## src/rtl/gpio_pad_pkg.sv

```systemverilog
// Shared types and constants for the GPIO pad controller.
package gpio_pad_pkg;

   localparam int unsigned GPIO_DS_W  = 4;
   localparam int unsigned GPIO_STE_W = 2;

   typedef struct packed {
      logic [GPIO_DS_W-1:0]  ds;
      logic                  sr;
      logic                  co;
      logic                  odp;
      logic                  odn;
      logic                  pu;
      logic                  pd;
      logic [GPIO_STE_W-1:0] ste;
   } gpio_cfg_t;

   localparam gpio_cfg_t GPIO_CFG_RST = '0;

endpackage

```

## src/rtl/gpio_in_filter.sv

```systemverilog
// Pad receiver path: synchroniser, deglitch counter and filtered edge detection.
module gpio_in_filter #(
   parameter int unsigned SYNC_STAGES = 2,
   parameter int unsigned CNT_W       = 8
) (
   input  logic             clk_i,
   input  logic             rst_i,
   input  logic             d_i,
   input  logic [CNT_W-1:0] len_i,
   output logic             q_o,
   output logic             rise_o,
   output logic             fall_o
);

   localparam logic [CNT_W-1:0] CNT_MAX = '1;

   logic [SYNC_STAGES-1:0] sync;
   logic                   s;
   logic [CNT_W-1:0]       cnt;
   logic [CNT_W-1:0]       cnt_inc;
   logic [CNT_W-1:0]       len_q;
   logic                   q_d;

   assign s       = sync[SYNC_STAGES-1];
   assign cnt_inc = cnt + CNT_W'(1);

   // The counter only runs while s disagrees with the filtered level and the length is stable.
   always_ff @(posedge clk_i) begin
      if (rst_i) begin
         sync   <= '0;
         cnt    <= '0;
         len_q  <= '0;
         q_o    <= 1'b0;
         q_d    <= 1'b0;
         rise_o <= 1'b0;
         fall_o <= 1'b0;
      end else begin
         sync   <= {sync[SYNC_STAGES-2:0], d_i};
         len_q  <= len_i;
         q_d    <= q_o;
         rise_o <= q_o & ~q_d;
         fall_o <= ~q_o & q_d;
         if (len_i == '0) begin
            q_o <= s;
            cnt <= '0;
         end else if ((len_i != len_q) || (s == q_o)) begin
            cnt <= '0;
         end else if (cnt_inc == len_i) begin
            q_o <= s;
            cnt <= '0;
         end else if (cnt != CNT_MAX) begin
            cnt <= cnt_inc;
         end
      end
   end

endmodule

```

## src/rtl/gpio_pad_ctrl.sv

```systemverilog
// Core-side controller for one GPIO pad: registered pad controls, glitch-free OE, filtered input and irq.
module gpio_pad_ctrl
   import gpio_pad_pkg::*;
#(
   parameter int unsigned SYNC_STAGES = 2,
   parameter int unsigned CNT_W       = 8
) (
   input  logic                  clk_i,
   input  logic                  rst_i,
   input  logic                  out_val_i,
   input  logic                  out_en_i,
   input  logic [GPIO_DS_W-1:0]  cfg_ds_i,
   input  logic                  cfg_sr_i,
   input  logic                  cfg_co_i,
   input  logic                  cfg_odp_i,
   input  logic                  cfg_odn_i,
   input  logic                  cfg_pu_i,
   input  logic                  cfg_pd_i,
   input  logic [GPIO_STE_W-1:0] cfg_ste_i,
   input  logic                  in_en_i,
   input  logic [CNT_W-1:0]      filt_len_i,
   input  logic                  irq_rise_i,
   input  logic                  irq_fall_i,
   input  logic                  irq_clr_i,
   output logic                  pad_do_o,
   output logic                  pad_oe_o,
   output logic                  pad_sr_o,
   output logic                  pad_co_o,
   output logic                  pad_odp_o,
   output logic                  pad_odn_o,
   output logic                  pad_ie_o,
   output logic                  pad_pu_o,
   output logic                  pad_pd_o,
   output logic [GPIO_DS_W-1:0]  pad_ds_o,
   output logic [GPIO_STE_W-1:0] pad_ste_o,
   input  logic [1:0]            pad_di_i,
   output logic                  in_val_o,
   output logic                  rise_o,
   output logic                  fall_o,
   output logic                  irq_o
);

   gpio_cfg_t cfg_in;
   gpio_cfg_t cfg_q;
   logic      en_q;
   logic      di_unused;

   assign di_unused = pad_di_i[1];

   assign cfg_in = '{ds: cfg_ds_i, sr: cfg_sr_i, co: cfg_co_i, odp: cfg_odp_i,
                     odn: cfg_odn_i, pu: cfg_pu_i, pd: cfg_pd_i, ste: cfg_ste_i};

   // OE turns on one cycle after data is loaded; a lone request still yields one OE cycle.
   always_ff @(posedge clk_i) begin
      if (rst_i) begin
         cfg_q    <= GPIO_CFG_RST;
         pad_do_o <= 1'b0;
         pad_oe_o <= 1'b0;
         pad_ie_o <= 1'b0;
         en_q     <= 1'b0;
         irq_o    <= 1'b0;
      end else begin
         cfg_q    <= cfg_in;
         pad_ie_o <= in_en_i;
         en_q     <= out_en_i;
         pad_oe_o <= en_q & (out_en_i | ~pad_oe_o);
         if (out_en_i) begin
            pad_do_o <= out_val_i;
         end
         if ((rise_o & irq_rise_i) | (fall_o & irq_fall_i)) begin
            irq_o <= 1'b1;
         end else if (irq_clr_i) begin
            irq_o <= 1'b0;
         end
      end
   end

   assign pad_ds_o  = cfg_q.ds;
   assign pad_sr_o  = cfg_q.sr;
   assign pad_co_o  = cfg_q.co;
   assign pad_odp_o = cfg_q.odp;
   assign pad_odn_o = cfg_q.odn;
   assign pad_pu_o  = cfg_q.pu;
   assign pad_pd_o  = cfg_q.pd;
   assign pad_ste_o = cfg_q.ste;

   gpio_in_filter #(
      .SYNC_STAGES (SYNC_STAGES),
      .CNT_W       (CNT_W)
   ) u_in_filter (
      .clk_i  (clk_i),
      .rst_i  (rst_i),
      .d_i    (pad_di_i[0]),
      .len_i  (filt_len_i),
      .q_o    (in_val_o),
      .rise_o (rise_o),
      .fall_o (fall_o)
   );

endmodule

```

## config.mk

```make
export PLATFORM = sky130hd
export DESIGN_NAME = gpio_pad_ctrl
export DESIGN_NICKNAME = d
export VERILOG_FILES = /design/src/rtl/gpio_pad_pkg.sv /design/src/rtl/gpio_in_filter.sv /design/src/rtl/gpio_pad_ctrl.sv
export SDC_FILE = /design/constraint.sdc
export NUM_CORES = 1
export LEC_CHECK = 0
export CORE_ASPECT_RATIO = 1.5
export CORE_MARGIN = 2
export CORE_UTILIZATION = 25
export CTS_BUF_LIST = sky130_fd_sc_hd__clkbuf_2 sky130_fd_sc_hd__clkbuf_4 sky130_fd_sc_hd__clkbuf_8
export DETAILED_ROUTE_END_ITERATION = 10
export PLACE_DENSITY = 0.49
export SETUP_SLACK_MARGIN = 0.02
export SLEW_MARGIN = 20
export SYNTH_ARGS = -nofsm -noshare
export SYNTH_HDL_FRONTEND = slang
export SYNTH_HIERARCHICAL = 1
export SYNTH_SLANG_ARGS = --single-unit
```

## constraint.sdc

```tcl
create_clock -name clk_i -period 3 [get_ports clk_i]
set_input_delay 0.45 -clock clk_i [delete_from_list [all_inputs] [get_ports clk_i]]
set_output_delay 0.45 -clock clk_i [all_outputs]
set_load 0.1 [all_outputs]
```

==> impl_metrics.xml <==
<?xml version="1.0" encoding="UTF-8"?>
<metrics>
  <group name="pwr">
    <metric name="worst_ir_drop_vdd" unit="V">0.000169</metric>
    <metric name="power_density_normalized_to_cell_area" unit="nW/um^2">494</metric>
    <metric name="power_leakage" unit="nW">0.843</metric>
  </group>
  <group name="clock_tree">
    <metric name="number_of_buffers_inserted_by_post_cts_setup_repair" unit="">0</metric>
    <metric name="tritoncts" unit="">built</metric>
    <metric name="clk_transition_reported_paths" unit="ns">0.07</metric>
    <metric name="cts_root_buf" unit="">sky130_fd_sc_hd__clkbuf_8</metric>
    <metric name="postCtsHoldBufs" unit="">0</metric>
    <metric name="clk_latency" unit="ns">0.28</metric>
    <metric name="max_buffers_root_to_sink" unit="">2</metric>
    <metric name="ctsHtreeMaxLevel" unit="">2</metric>
    <metric name="cts_inserted_buffers" unit="">5</metric>
    <metric name="cts_num_sinks" unit="">39</metric>
    <metric name="post_cts_resized" unit="">0</metric>
  </group>
  <group name="floorplan">
    <metric name="die_w" unit="um">69.4</metric>
    <metric name="core" unit="um^2">6170</metric>
    <metric name="num_io_pins" unit="">49</metric>
    <metric name="fp.dieArea" unit="um^2">7080</metric>
    <metric name="start_util" unit="">0.260</metric>
    <metric name="core.rowCount" unit="">35</metric>
    <metric name="die_height" unit="um">102</metric>
  </group>
  <group name="global_route">
    <metric name="vias_in_the_first_global_route" unit="">1191</metric>
    <metric name="global_route_wire_length_before_repair" unit="um">5960</metric>
    <metric name="antenna_found_initial" unit="">0</metric>
    <metric name="grt_start_max_net_pins" unit="">29</metric>
    <metric name="globalRouteOverflowTotal" unit="">0</metric>
    <metric name="global_route.usage.total" unit="">0.108</metric>
  </group>
  <group name="finish">
    <metric name="num-nets-final" unit="">237</metric>
    <metric name="finalInstanceArea" unit="um^2">2180</metric>
    <metric name="register_area" unit="um^2">781</metric>
    <metric name="nFillCells" unit="">636</metric>
    <metric name="insertedDiodeCount" unit="">0</metric>
    <metric name="multi_input_comb_area" unit="um^2">781</metric>
    <metric name="drive_gt1_frac" unit="">0.184</metric>
    <metric name="area_growth" unit="%">35.8</metric>
    <metric name="instances_no_fill" unit="">281</metric>
  </group>
  <group name="timing">
    <metric name="min_period_over_period" unit="">0.723</metric>
    <metric name="fin_tns_setup" unit="ns">0</metric>
    <metric name="finalHoldViolCount" unit="">0</metric>
    <metric name="slew_violations" unit="">0</metric>
    <metric name="grt_setup_unrepaired" unit="">false</metric>
    <metric name="finalSetupViolations" unit="">0</metric>
    <metric name="final.hold.worst_slack" unit="ns">0.404</metric>
    <metric name="clock-skew-final" unit="ns">0.00488</metric>
    <metric name="period_minus_slack" unit="ns">2.17</metric>
    <metric name="relSlewSlack" unit="">0.687</metric>
    <metric name="achievable-frequency" unit="MHz">461</metric>
    <metric name="tightest_slew" unit="ns">0.466</metric>
  </group>
  <group name="setup_path">
    <metric name="worst_setup_path_class" unit="">reg2reg</metric>
    <metric name="ff2ff_path_depth" unit="">7</metric>
    <metric name="critPathSlowestCell" unit="">sky130_fd_sc_hd__dfxtp_1</metric>
    <metric name="r2r_start" unit="">u_in_filter/cnt[0]</metric>
    <metric name="endpoint_arrival_time_on_the_critical_path" unit="ns">2.34</metric>
    <metric name="worstPathCellList" unit="">ha_1 -&gt; xnor2_1 -&gt; xnor2_1 -&gt; nor4_1 -&gt; and3_2 -&gt; a21o_2 -&gt; nor3_2</metric>
    <metric name="critical-path-max-stage-delay" unit="ns">0.48</metric>
    <metric name="worst-endpoint-required" unit="ns">3.17</metric>
    <metric name="cp-end-kind" unit="">flop</metric>
    <metric name="worstPathMaxFanout" unit="">11</metric>
    <metric name="critPathMostFrequentCell" unit="">sky130_fd_sc_hd__xnor2_1</metric>
    <metric name="reg2reg_setup_slack" unit="ns">0.83</metric>
    <metric name="critPathLaunchType" unit="">flop</metric>
    <metric name="crit-reg2reg-capture" unit="">u_in_filter/cnt[6]</metric>
  </group>
  <group name="logic_synthesis">
    <metric name="most_instantiated_library_cell_after_synthesis" unit="">sky130_fd_sc_hd__dfxtp_1</metric>
    <metric name="synth_edf_count" unit="">0</metric>
    <metric name="ys_seq_elements" unit="">39</metric>
    <metric name="synth_top_family_by_area" unit="">simple AND/OR/NAND/NOR gates</metric>
    <metric name="prevailing_post_synth_register_cell" unit="">sky130_fd_sc_hd__dfxtp_1</metric>
    <metric name="synthesis.instances" unit="">158</metric>
    <metric name="ys_warn_count" unit="">6</metric>
    <metric name="synth_simple_gate_area_frac" unit="">0.258</metric>
    <metric name="synth_compound_area_frac" unit="">0.0742</metric>
    <metric name="synthTopCellsByCount" unit="">sky130_fd_sc_hd__dfxtp_1 (39), sky130_fd_sc_hd__nor2b_1 (23), sky130_fd_sc_hd__xnor2_1 (13), sky130_fd_sc_hd__nor2_1 (10)</metric>
    <metric name="synth_cell_types" unit="">37</metric>
    <metric name="synthMuxAreaShare" unit="">0.0125</metric>
    <metric name="synth_adder_area_share" unit="">0.00781</metric>
    <metric name="postSynthNetCount" unit="">189</metric>
    <metric name="post_synth.cell_area_avg" unit="um^2">10.1</metric>
    <metric name="post_synth_arst_share" unit="">0</metric>
    <metric name="yosysTopAreaCell" unit="">sky130_fd_sc_hd__dfxtp_1</metric>
    <metric name="post_synth_xor_area_fraction" unit="">0.134</metric>
    <metric name="summed_instance_area_of_the_synthesized_netlist" unit="um^2">1600</metric>
    <metric name="yosys.area.top_type_share" unit="">0.487</metric>
    <metric name="synth_area_leaders" unit="">sky130_fd_sc_hd__dfxtp_1 (49%), sky130_fd_sc_hd__nor2b_1 (9.0%), sky130_fd_sc_hd__xnor2_1 (7.1%)</metric>
    <metric name="synth.yosys.seq_area_share" unit="">0.487</metric>
  </group>
  <group name="placement">
    <metric name="dp_cells" unit="">273</metric>
    <metric name="globalplace.congestion" unit="">0.801</metric>
    <metric name="dpl.hpwl" unit="um">2630</metric>
    <metric name="place.port_buffers" unit="">47</metric>
    <metric name="postPlaceCellArea" unit="um^2">2090</metric>
  </group>
  <group name="min_path">
    <metric name="depth_of_the_worst_hold_timing_path" unit="">1</metric>
    <metric name="min-delay-path-class" unit="">reg2reg</metric>
    <metric name="hold_startpoint" unit="">u_in_filter/q_d</metric>
    <metric name="hold-path-endpoint" unit="">u_in_filter/rise_o</metric>
  </group>
  <group name="route">
    <metric name="drtIter0Drc" unit="">39</metric>
    <metric name="via_count" unit="">1239</metric>
    <metric name="drt-total-wl" unit="um">3500</metric>
    <metric name="drc" unit="">0</metric>
    <metric name="wire_per_inst" unit="um">12.5</metric>
    <metric name="final_antenna_violating_net_count" unit="">0</metric>
    <metric name="avgViaCountPerCell" unit="">4.41</metric>
    <metric name="drt_first_pass_iters" unit="">4</metric>
  </group>
  <group name="flow_run">
    <metric name="max_cap_violations" unit="">0</metric>
  </group>
  <group name="run_status">
    <metric name="status" unit="">completed</metric>
  </group>
</metrics>
## registers in the layout (all words and copies together), names as in the netlist
name,flops
en_q,1
irq_o,1
pad_co_o,1
pad_do_o,1
pad_ds_o,4
pad_ie_o,1
pad_odn_o,1
pad_odp_o,1
pad_oe_o,1
pad_pd_o,1
pad_pu_o,1
pad_sr_o,1
pad_ste_o,2
u_in_filter/cnt,8
u_in_filter/fall_o,1
u_in_filter/len_q,8
u_in_filter/q_d,1
u_in_filter/q_o,1
u_in_filter/rise_o,1
u_in_filter/sync,2
## cell families (layout without fill, tap and decap cells)
logic type / after synthesis / count (layout)
buf+inv: 8 / 57
flops: 39 / 39
fa+ha+maj: 1 / 1
compound gates: 18 / 18
simple gates: 67 / 67
xor+xnor: 23 / 23
mux: 2 / 2
## metal layers
metal  up-vias  part of all wire  global-route usage
li1        629                 -                   -
met1       557              0.40               0.113
met2        47              0.51               0.201
met3         6             0.070              0.0316
met4         0             0.018              0.0498
met5         -                 0                   0
## placed cells by master (no fill, tap or decap)
master	synthesis	routed
sky130_fd_sc_hd__a21o_2	1	1
sky130_fd_sc_hd__a21oi_1	7	7
sky130_fd_sc_hd__a22oi_1	1	1
sky130_fd_sc_hd__a31o_2	1	1
sky130_fd_sc_hd__and2_4	1	1
sky130_fd_sc_hd__and2b_1	4	4
sky130_fd_sc_hd__and3_2	1	1
sky130_fd_sc_hd__and3b_1	1	1
sky130_fd_sc_hd__and4_2	1	1
sky130_fd_sc_hd__and4_4	1	1
sky130_fd_sc_hd__buf_4	0	20
sky130_fd_sc_hd__clkbuf_4	0	2
sky130_fd_sc_hd__clkbuf_8	0	5
sky130_fd_sc_hd__clkdlybuf4s50_1	0	28
sky130_fd_sc_hd__clkinv_2	0	1
sky130_fd_sc_hd__dfxtp_1	39	39
sky130_fd_sc_hd__ha_1	1	1
sky130_fd_sc_hd__inv_1	1	1
sky130_fd_sc_hd__mux2i_1	2	2
sky130_fd_sc_hd__nand2_1	2	2
sky130_fd_sc_hd__nand2b_1	1	1
sky130_fd_sc_hd__nand3_1	9	9
sky130_fd_sc_hd__nand3b_1	1	1
sky130_fd_sc_hd__nand4_1	3	3
sky130_fd_sc_hd__nor2_1	10	10
sky130_fd_sc_hd__nor2_2	1	1
sky130_fd_sc_hd__nor2b_1	23	23
sky130_fd_sc_hd__nor3_2	1	1
sky130_fd_sc_hd__nor3b_1	1	1
sky130_fd_sc_hd__nor3b_2	1	1
sky130_fd_sc_hd__nor4_1	2	2
sky130_fd_sc_hd__o211ai_1	1	1
sky130_fd_sc_hd__o21ai_0	5	5
sky130_fd_sc_hd__o311a_1	1	1
sky130_fd_sc_hd__o311ai_2	1	1
sky130_fd_sc_hd__or4_1	3	3
sky130_fd_sc_hd__xnor2_1	13	13
sky130_fd_sc_hd__xnor3_1	1	1
sky130_fd_sc_hd__xor2_1	9	9
## report_power, final
group | total [mW] | switching, mW | internal [mW]
combinational | 0.182 | 0.113 | 0.0689
clock | 0.351 | 0.170 | 0.181
sequential | 0.542 | 0.00580 | 0.536
total | 1.07 | 0.289 | 0.786
## cell type report
type,instances,share of cell area
clock buffers,7,0.0385
clock inverters,1,0.00230
inverters,1,0.00172
multi-input cells,111,0.359
flip-flops and latches,39,0.359
well taps,74,0.0425
repair buffers,48,0.198
## critical path: cells and delay by family, from the launching register on
| kind | cells | cell delay, ns |
|---|---|---|
| flops | 1 | 0.48 |
| fa+ha+maj | 1 | 0.46 |
| xor+xnor | 2 | 0.29 |
| compound gates | 1 | 0.24 |
| simple gates | 3 | 0.59 |
## metrics by stage
stage | worst slack [ns] | util | power [mW]
2_1_floorplan | 0.896 | - | 0.669
3_3_place_gp | 0.563 | 0.338 | 0.737
3_5_place_dp | 0.540 | 0.338 | 0.737
4_1_cts | 0.794 | 0.353 | 1.10
5_1_grt | 0.567 | 0.353 | 1.13
6_report | 0.831 | 0.353 | 1.07
## worst max path at each step
stage,startpoint,endpoint,slack (ns),cells past startpoint
after floorplan,u_in_filter/q_o,u_in_filter/cnt[6],0.90,6
after global placement,filt_len_i[6],u_in_filter/cnt[6],0.56,7
after detailed placement,filt_len_i[6],u_in_filter/cnt[6],0.54,7
after CTS,u_in_filter/cnt[0],u_in_filter/cnt[6],0.79,7
after global routing,u_in_filter/cnt[0],u_in_filter/cnt[6],0.57,7
final,u_in_filter/cnt[0],u_in_filter/cnt[6],0.83,7
Power figures use the tool's default switching activity.
